`src/rtl/exibe_resultado_if.sv`:
```
// Result-display bus: value strobe in, conversion status and BCD out.
interface exibe_resultado_if;
  logic [15:0] dado;
  logic        dado_valido;
  logic        ocupado;
  logic        pronto;
  logic [19:0] bcd;

  modport master (
    output dado,
    output dado_valido,
    input  ocupado,
    input  pronto,
    input  bcd
  );

  modport slave (
    input  dado,
    input  dado_valido,
    output ocupado,
    output pronto,
    output bcd
  );
endinterface

```
`src/rtl/exibe_resultado.sv`:
```
// 16-bit binary to 5-digit BCD (double-dabble) with a muxed 7-seg scan.
// Define EXIBE_APAGA_ZEROS_EN to blank leading zero digits.
module exibe_resultado #(
  parameter int SCAN_DIV = 50000
) (
  input  logic                clk,
  input  logic                rst_n,
  exibe_resultado_if.slave    bus,
  output logic [6:0]          seg,
  output logic [4:0]          an
);

  typedef enum logic [1:0] {
    OCIOSO,
    DESLOCA,
    CONCLUI
  } estado_t;

  localparam int CW = $clog2(SCAN_DIV);

  estado_t     estado, estado_nxt;
  logic [35:0] shreg, shreg_nxt, adj;
  logic [3:0]  cnt, cnt_nxt;
  logic        pend, pend_nxt;
  logic [15:0] pend_val, pend_val_nxt;
  logic [19:0] bcd, bcd_nxt;
  logic        pronto, pronto_nxt;

  logic [CW-1:0] scan_cnt;
  logic [2:0]    idx, idx_nxt;
  logic          tick;
  logic [3:0]    nib;
  logic          blank;
  logic [6:0]    seg_nxt;
  logic [4:0]    an_nxt;

  function automatic logic [6:0] dec(input logic [3:0] n);
    case (n)
      4'd0:    dec = 7'b1000000;
      4'd1:    dec = 7'b1111001;
      4'd2:    dec = 7'b0100100;
      4'd3:    dec = 7'b0110000;
      4'd4:    dec = 7'b0011001;
      4'd5:    dec = 7'b0010010;
      4'd6:    dec = 7'b0000010;
      4'd7:    dec = 7'b1111000;
      4'd8:    dec = 7'b0000000;
      4'd9:    dec = 7'b0010000;
      default: dec = 7'b0111111;
    endcase
  endfunction

  // add-3 correction on every BCD nibble before the shift
  always_comb begin
    adj = shreg;
    for (int i = 0; i < 5; i++) begin
      if (shreg[16+4*i +: 4] >= 4'd5)
        adj[16+4*i +: 4] = shreg[16+4*i +: 4] + 4'd3;
    end
  end

  always_comb begin
    estado_nxt   = estado;
    shreg_nxt    = shreg;
    cnt_nxt      = cnt;
    pend_nxt     = pend;
    pend_val_nxt = pend_val;
    bcd_nxt      = bcd;
    pronto_nxt   = 1'b0;
    case (estado)
      OCIOSO: begin
        if (bus.dado_valido) begin
          shreg_nxt  = {20'b0, bus.dado};
          cnt_nxt    = 4'd0;
          estado_nxt = DESLOCA;
        end
      end
      DESLOCA: begin
        shreg_nxt = adj << 1;
        cnt_nxt   = cnt + 4'd1;
        if (cnt == 4'd15)
          estado_nxt = CONCLUI;
        if (bus.dado_valido) begin
          pend_nxt     = 1'b1;
          pend_val_nxt = bus.dado;
        end
      end
      CONCLUI: begin
        bcd_nxt    = shreg[35:16];
        pronto_nxt = 1'b1;
        cnt_nxt    = 4'd0;
        pend_nxt   = 1'b0;
        // a strobe landing now is newer than any held value
        if (bus.dado_valido) begin
          shreg_nxt  = {20'b0, bus.dado};
          estado_nxt = DESLOCA;
        end else if (pend) begin
          shreg_nxt  = {20'b0, pend_val};
          estado_nxt = DESLOCA;
        end else begin
          estado_nxt = OCIOSO;
        end
      end
      default: begin
        estado_nxt = OCIOSO;
      end
    endcase
  end

  always_ff @(posedge clk) begin
    if (!rst_n) begin
      estado   <= OCIOSO;
      shreg    <= '0;
      cnt      <= '0;
      pend     <= 1'b0;
      pend_val <= '0;
      bcd      <= '0;
      pronto   <= 1'b0;
    end else begin
      estado   <= estado_nxt;
      shreg    <= shreg_nxt;
      cnt      <= cnt_nxt;
      pend     <= pend_nxt;
      pend_val <= pend_val_nxt;
      bcd      <= bcd_nxt;
      pronto   <= pronto_nxt;
    end
  end

  assign bus.bcd     = bcd;
  assign bus.pronto  = pronto;
  assign bus.ocupado = (estado != OCIOSO) | pend;

  assign tick    = (scan_cnt == CW'(SCAN_DIV - 1));
  assign idx_nxt = (idx == 3'd4) ? 3'd0 : idx + 3'd1;

  always_comb begin
    nib = bcd[{idx_nxt, 2'b00} +: 4];
`ifdef EXIBE_APAGA_ZEROS_EN
    blank = (idx_nxt != 3'd0) &&
            ((bcd >> {idx_nxt, 2'b00}) == 20'd0);
`else
    blank = 1'b0;
`endif
    seg_nxt = blank ? 7'b1111111 : dec(nib);
    an_nxt  = ~(5'b00001 << idx_nxt);
  end

  always_ff @(posedge clk) begin
    if (!rst_n) begin
      scan_cnt <= '0;
      idx      <= '0;
      an       <= 5'b11110;
      seg      <= 7'b1000000;
    end else begin
      scan_cnt <= tick ? '0 : scan_cnt + CW'(1);
      if (tick) begin
        idx <= idx_nxt;
        an  <= an_nxt;
        seg <= seg_nxt;
      end
    end
  end

endmodule
```
`src/flat_wrapper.sv`:
```
// flat-port wrapper written by rule: the top's interface ports become plain ports
module exibe_resultado_flat 
#(
  parameter int SCAN_DIV = 50000
)
  (clk, rst_n, seg, an, bus_dado, bus_dado_valido, bus_ocupado, bus_pronto, bus_bcd);
  exibe_resultado_if bus_i ();
  input  logic clk;
  input  logic rst_n;
  output logic [6:0] seg;
  output logic [4:0] an;
  input wire logic [$bits(bus_i.dado)-1:0] bus_dado;
  input wire logic [$bits(bus_i.dado_valido)-1:0] bus_dado_valido;
  output wire logic [$bits(bus_i.ocupado)-1:0] bus_ocupado;
  output wire logic [$bits(bus_i.pronto)-1:0] bus_pronto;
  output wire logic [$bits(bus_i.bcd)-1:0] bus_bcd;
  assign bus_i.dado = bus_dado;
  assign bus_i.dado_valido = bus_dado_valido;
  assign bus_ocupado = bus_i.ocupado;
  assign bus_pronto = bus_i.pronto;
  assign bus_bcd = bus_i.bcd;
  exibe_resultado #(.SCAN_DIV(SCAN_DIV)) u_core (.clk(clk), .rst_n(rst_n), .bus(bus_i), .seg(seg), .an(an));
endmodule
```
`config.mk`:
```
export PLATFORM = sky130hd
export DESIGN_NAME = exibe_resultado_flat
export DESIGN_NICKNAME = d
export VERILOG_FILES = /design/src/rtl/exibe_resultado_if.sv /design/src/rtl/exibe_resultado.sv /design/src/flat_wrapper.sv
export SDC_FILE = /design/constraint.sdc
export NUM_CORES = 1
export LEC_CHECK = 0
export ABC_AREA = 0
export BUFFER_PORTS_ARGS = -buffer_cell sky130_fd_sc_hd__buf_4
export CAP_MARGIN = 20
export CORE_ASPECT_RATIO = 1.1
export CORE_MARGIN = 2
export CORE_UTILIZATION = 34
export DETAILED_ROUTE_END_ITERATION = 6
export GPL_TIMING_DRIVEN = 0
export PLACE_DENSITY_LB_ADDON = 0.25
export SLEW_MARGIN = 20
export SYNTH_ARGS = -nofsm -noshare
export SYNTH_HDL_FRONTEND = slang
export SYNTH_SLANG_ARGS = --single-unit
```
`constraint.sdc`:
```
create_clock -name clk -period 3.2 [get_ports clk]
set_input_delay 0 -clock clk [delete_from_list [all_inputs] [get_ports clk]]
set_output_delay 0 -clock clk [all_outputs]
set_load 0.02 [all_outputs]
```
* Yosys cells after proc, flatten, opt, wreduce, memory -nomap -nowiden
Memories as Yosys holds them, arrays and structs flattened. A register that Yosys moved wholly into a read port is not among the register bits. Cells that the tools add are included.
Cells by class: mux-type cells 20, $add $sub $neg 8, reduce and logical (&&, ||, !) cells 11, magnitude comparators 5, equality and inequality tests 9, shift operators 2, bitwise operators 3
Operators by type and width (count):
- two-way mux 36 bit | 3
- case mux 36 bit (3 select lines) | 1
- >= comparator 4 x 3 -> 1 bit (second input constant) | 5
- two-way mux 4 bit | 5
- indexed part select 20 x 6 -> 4 bit | 1
- adder 16 x 1 -> 16 bit (second input constant) | 1
- adder 4 x 2 -> 4 bit (second input constant) | 4
- == test 16 bit (second input constant) | 1
- case mux 4 bit (3 select lines) | 1
- AND reduction 2 bit | 4
- two-way mux 2 bit | 3
- two-way mux 3 bit | 2
- case mux 2 bit (3 select lines) | 1
- NOT 5 bit | 1
- << shifter 1 x 3 -> 5 bit (first input constant) | 1
- adder 4 x 1 -> 4 bit (second input constant) | 1
- == test 4 bit (second input constant) | 1
- != test 2 bit (second input constant) | 2
- nonzero test 2 bit | 2
- adder 3 x 1 -> 3 bit (second input constant) | 1
- adder 3 x 2 -> 3 bit (second input constant) | 1
- == test 3 bit (second input constant) | 1
- two-way mux 1 bit | 3
- != test 3 x 2 -> 1 bit (second input constant) | 1
- 11 further kinds | 11
Word-level totals: logic and storage cells 69, memories kept 1, bits in read-only memories 112, output and inout port bits 34, flip-flop bits (word level) 104, input bits 19
Memory list:
- (no name shown) | words 16, bits a word 7, rd ports 1, clocked after memory_dff 1, write ports 0, RTL line exibe_resultado.sv:38 | case (n)

* Depth between registers and ports, before layout
depth in word-level cells 4, depth in mapped cells 10, gate-level depth less buffers 9

* Least setup slack after synthesis
OpenSTA, ideal clock, no wires.
path type reg2reg, start register u_core.idx[0], end register u_core.seg[5], arrival time 2278 ps, slack 797 ps, library setup time 124 ps, stages on the path, launching flop included 11, clock period less this slack 2403 ps, path buffers 1, data required time 3076 ps, path through dfxtp_1 -> inv_1 -> ha_1 -> buf_2 -> mux2i_1 -> nor4_1 -> a211oi_2 -> inv_1 -> ha_1 -> nor4_1 -> nor3b_1
On the way: cells in the longest elaborated chain, start to end 3, elaborated cells on any way between the ends 4, classes of those cells 1 x add/sub; 1 x eq/ne; 1 x shift; 1 x mux
Ends and longest elaborated chain:
- start, declared | RTL line exibe_resultado.sv:30 | logic [2:0] idx, idx_nxt;
- start signal, assigned | RTL line exibe_resultado.sv:158 | idx <= idx_nxt;
- adder 3 x 1 -> 3 bit / == test 3 bit (equally long branches) | RTL line exibe_resultado.sv:135 | assign idx_nxt = (idx == 3'd4) ? 3'd0 : idx + 3'd1;
- two-way mux 3 bit * | RTL line exibe_resultado.sv:135
- via u_core.idx_nxt[1] | RTL line exibe_resultado.sv:30
- indexed part select 20 x 6 -> 4 bit * | RTL line exibe_resultado.sv:138 | nib = bcd[{idx_nxt, 2'b00} +: 4];
- end, declared | RTL line exibe_resultado.sv:9 | output logic [6:0] seg,
The timed path passes the listed nets; every way through them passes the cells marked *. A chain may end at the register's enable or synchronous reset.

* Worst setup path in the final report
Same ends and word-level chain as after synthesis.

==> results.txt <==
Initial drt markers -> 387
Fmax -> 0.3482 GHz
Final setup viols -> 0
Vias/cell -> 5.135
Worst Setup End Kind -> register
Share of cells above drive strength 1 -> 0.1142
Via count -> 4668
Core ar. -> 15800 um^2
Postcts setup bufs -> 0
Synth Warn # -> 0
Met2 usage -> 0.2760
Top_reg_cell synth -> dfxtp_1
Setup TNS -> 0 ps
H-Tree Depth -> 3
Worst-path maximum fanout -> 10
Worst Setup Path Type -> register to register
Clk root buf -> clkbuf_16
Status -> finished, final reports clean
Vias in the first global route -> 4578
Post-Syn Area per Cell -> 8.790 um^2
Worst-skew pair later-pin latency -> 350 ps
Port bufs -> 51
VDD IR max -> 0.0002439 V
WL final -> 13290 um
Clk sink count -> 111
Setup Skew -> 5.014 ps
Final worst slack -> 327.9 ps
Slew Viols, Final -> 0
EDFF count, synth -> 0
Routability congestion estimate -> 0.8626
CTS Hold Bufs -> 16
Final nets -> 747
DRT antenna net count -> 0
Synth cell types -> 49
Num CTS Buffers -> 9
Worst Tran Pin Value -> 716.2 ps
Clock Path Buffers -> 2
WL/cell -> 14.62 um
Synth area leader -> dfxtp_1
Ranking of synthesized cells by area -> dfxtp_1 (40%), mux2i_1 (7.5%), nand2_1 (5.7%), ha_1 (5.5%), nor2b_1 (5.1%)
TritonCTS clock tree -> done
Filler cells -> 1559
Critical Path Source Type -> register
Largest net degree at the start of global routing -> 18
Residual DRC -> 0
Starting density of the core -> 0.3484
Cells along the critical path -> inv_1 > ha_1 > buf_2 > mux2i_1 > nor4_1 > a211oi_2 > inv_1 > ha_1 > nor4_1 > nor3b_1
Sequential fraction of the synthesis area -> 0.4038
Crit path required time -> 3440 ps
First-pass GRT wire length -> 22320 um
Mapped Cells -> 626
#FFs+latches synth -> 111
Slew margin rel. -> 0.5225
Row cnt -> 48
Area delta synth->final -> 20.55%
Final hold vios -> 0
Final Instance Area -> 6634 um^2
GRT Residual Overflow -> 0
Tot GR Track Use -> 0.1601
Final min period -> 2872 ps
Inserted Diodes -> 0
Max-Cap Viols -> 0
Post-synth ARST share -> 0
Cts repair resizes -> 0
Die ar. -> 17220 um^2
Syn Nets -> 669
DR pass1 iterations -> 4
Worst Hold Class -> primary input to register
CP arrival -> 3110 ps
Initial antenna violation count -> 0
Final HPWL DP -> 9851 um
CP peak stage delay -> 500 ps
CP max-delay cell -> dfxtp_1
PD cells -> 458.4 nW/um^2
Final Cycle Share -> 0.8975
RSZ-0062 raised after global routing -> no
Met3 Use GR -> 0.02641
Mapped cell area -> 5503 um^2
Met1 usage -> 0.2011
Dpl ws -> 358.8 ps
I/O pin cnt -> 53
Share of the synthesized area in the top cell type -> 0.4038
Die height -> 137.4 um
Chip Width -> 125.3 um
Leak pwr -> 2.628 nW
Placed inst area -> 6136 um^2
Clk pin slew, worst setup/hold paths -> 70 ps
Tot Pwr -> 3.041 mW
Busiest grt layer -> met2
logic make-up after synthesis:
logic type,share of synthesized area
AOI/OAI and AO/OA,0.1830
adders and majority gates,0.05457
xor gates and xnor gates,0.02865
DFF,0.4038
muxes,0.07458
and+or+nand+nor,0.2167
buffers and inverters,0.03865
sequential cells by signal (all words and copies together) (netlist names):
| name | flops |
|---|---|
| u_core.bus.pronto | 1 |
| u_core.seg | 7 |
| u_core.pend | 1 |
| u_core.an | 5 |
| u_core.pend_val | 16 |
| u_core.bus.bcd | 20 |
| u_core.idx | 3 |
| u_core.estado | 2 |
| u_core.cnt | 4 |
| u_core.shreg | 36 |
| u_core.scan_cnt | 16 |
Yosys cell counts (3+ instances only):
library cell,instances
a22oi_1,14
and3_1,7
o211a_1,18
dfxtp_1,111
nor2b_1,45
xor2_1,10
o211ai_1,16
nor2_1,25
clkbuf_1,32
nor3_1,9
inv_1,17
mux2i_1,41
a21boi_0,25
a21oi_1,20
nand2b_1,11
and2_1,8
a31oi_1,3
ha_1,24
nand2_1,83
nand4_1,7
nand3_1,18
xnor2_1,8
nor4_1,7
o21ai_0,35
buf_2,5
final timing paths:
path | start | slack (ps) | depth (start not counted) | endpoint
worst max-delay path | u_core.idx[0]$_SDFFE_PN0P_ | 330 | 10 | u_core.seg[5]$_SDFFE_PN0P_
worst min-delay path | bus_dado_valido | 70 | 4 | u_core.pend$_SDFFE_PN0P_
worst max register to register | u_core.idx[0]$_SDFFE_PN0P_ | 330 | 10 | u_core.seg[5]$_SDFFE_PN0P_
worst min register to register | u_core.scan_cnt[0]$_SDFF_PP0_ | 450 | 1 | u_core.scan_cnt[0]$_SDFF_PP0_
power breakdown:
part / internal (mW) / switching, mW
clock network: 0.765 / 0.520
registers: 1.43 / 0.0271
logic: 0.130 / 0.173
total: 2.32 / 0.720
layout make-up:
type / count / area, um^2 / area share
multi-input combinational: 460 / 3068 / 0.4625
sequential: 111 / 2222 / 0.3350
timing repair buffer: 67 / 543.0 / 0.08186
tap: 200 / 250.2 / 0.03772
clock buffer: 10 / 229.0 / 0.03452
buffer: 37 / 145.1 / 0.02188
clock inverter: 6 / 108.9 / 0.01641
inverter: 18 / 67.56 / 0.01018
routing by layer:
metal | vias to the layer above | wire length, um
li1 | 2342 | -
met4 | 0 | 164
met2 | 80 | 6440
met5 | - | 0
met1 | 2235 | 6300
met3 | 11 | 384
critical path: cells and delay by family (launching register included):
family          cells  cell delay [ps]
mux                 1              220
compound gates      1              420
flops               1              500
fa+ha+maj           2              620
buf+inv             3              540
simple gates        3              440
stage by stage:
stage                 util  hold WS (ps)  instances
floorplan                -         144.9        626
global placement    0.3885         269.5        877
detailed placement  0.3885         279.2        877
CTS                 0.4200         65.76        909
global route        0.4200         84.06        909
finish              0.4200         71.18        909
layout by cell type (no fill, tap or decap), drive strengths merged, types with 16 or more instances in the layout:
master       Yosys  routed
inv             18      18
a21boi          25      25
dlygate4sd3      0      16
o211a           18      18
nor2            25      25
mux2i           41      41
dfxtp          111     111
nand2           83      83
ha              24      24
a21oi           20      20
clkbuf          32      42
nor2b           45      45
o21ai           36      36
nand3           18      18
buf              5      56
o211ai          16      16
Note: power is estimated with default switching activity, not from simulation.
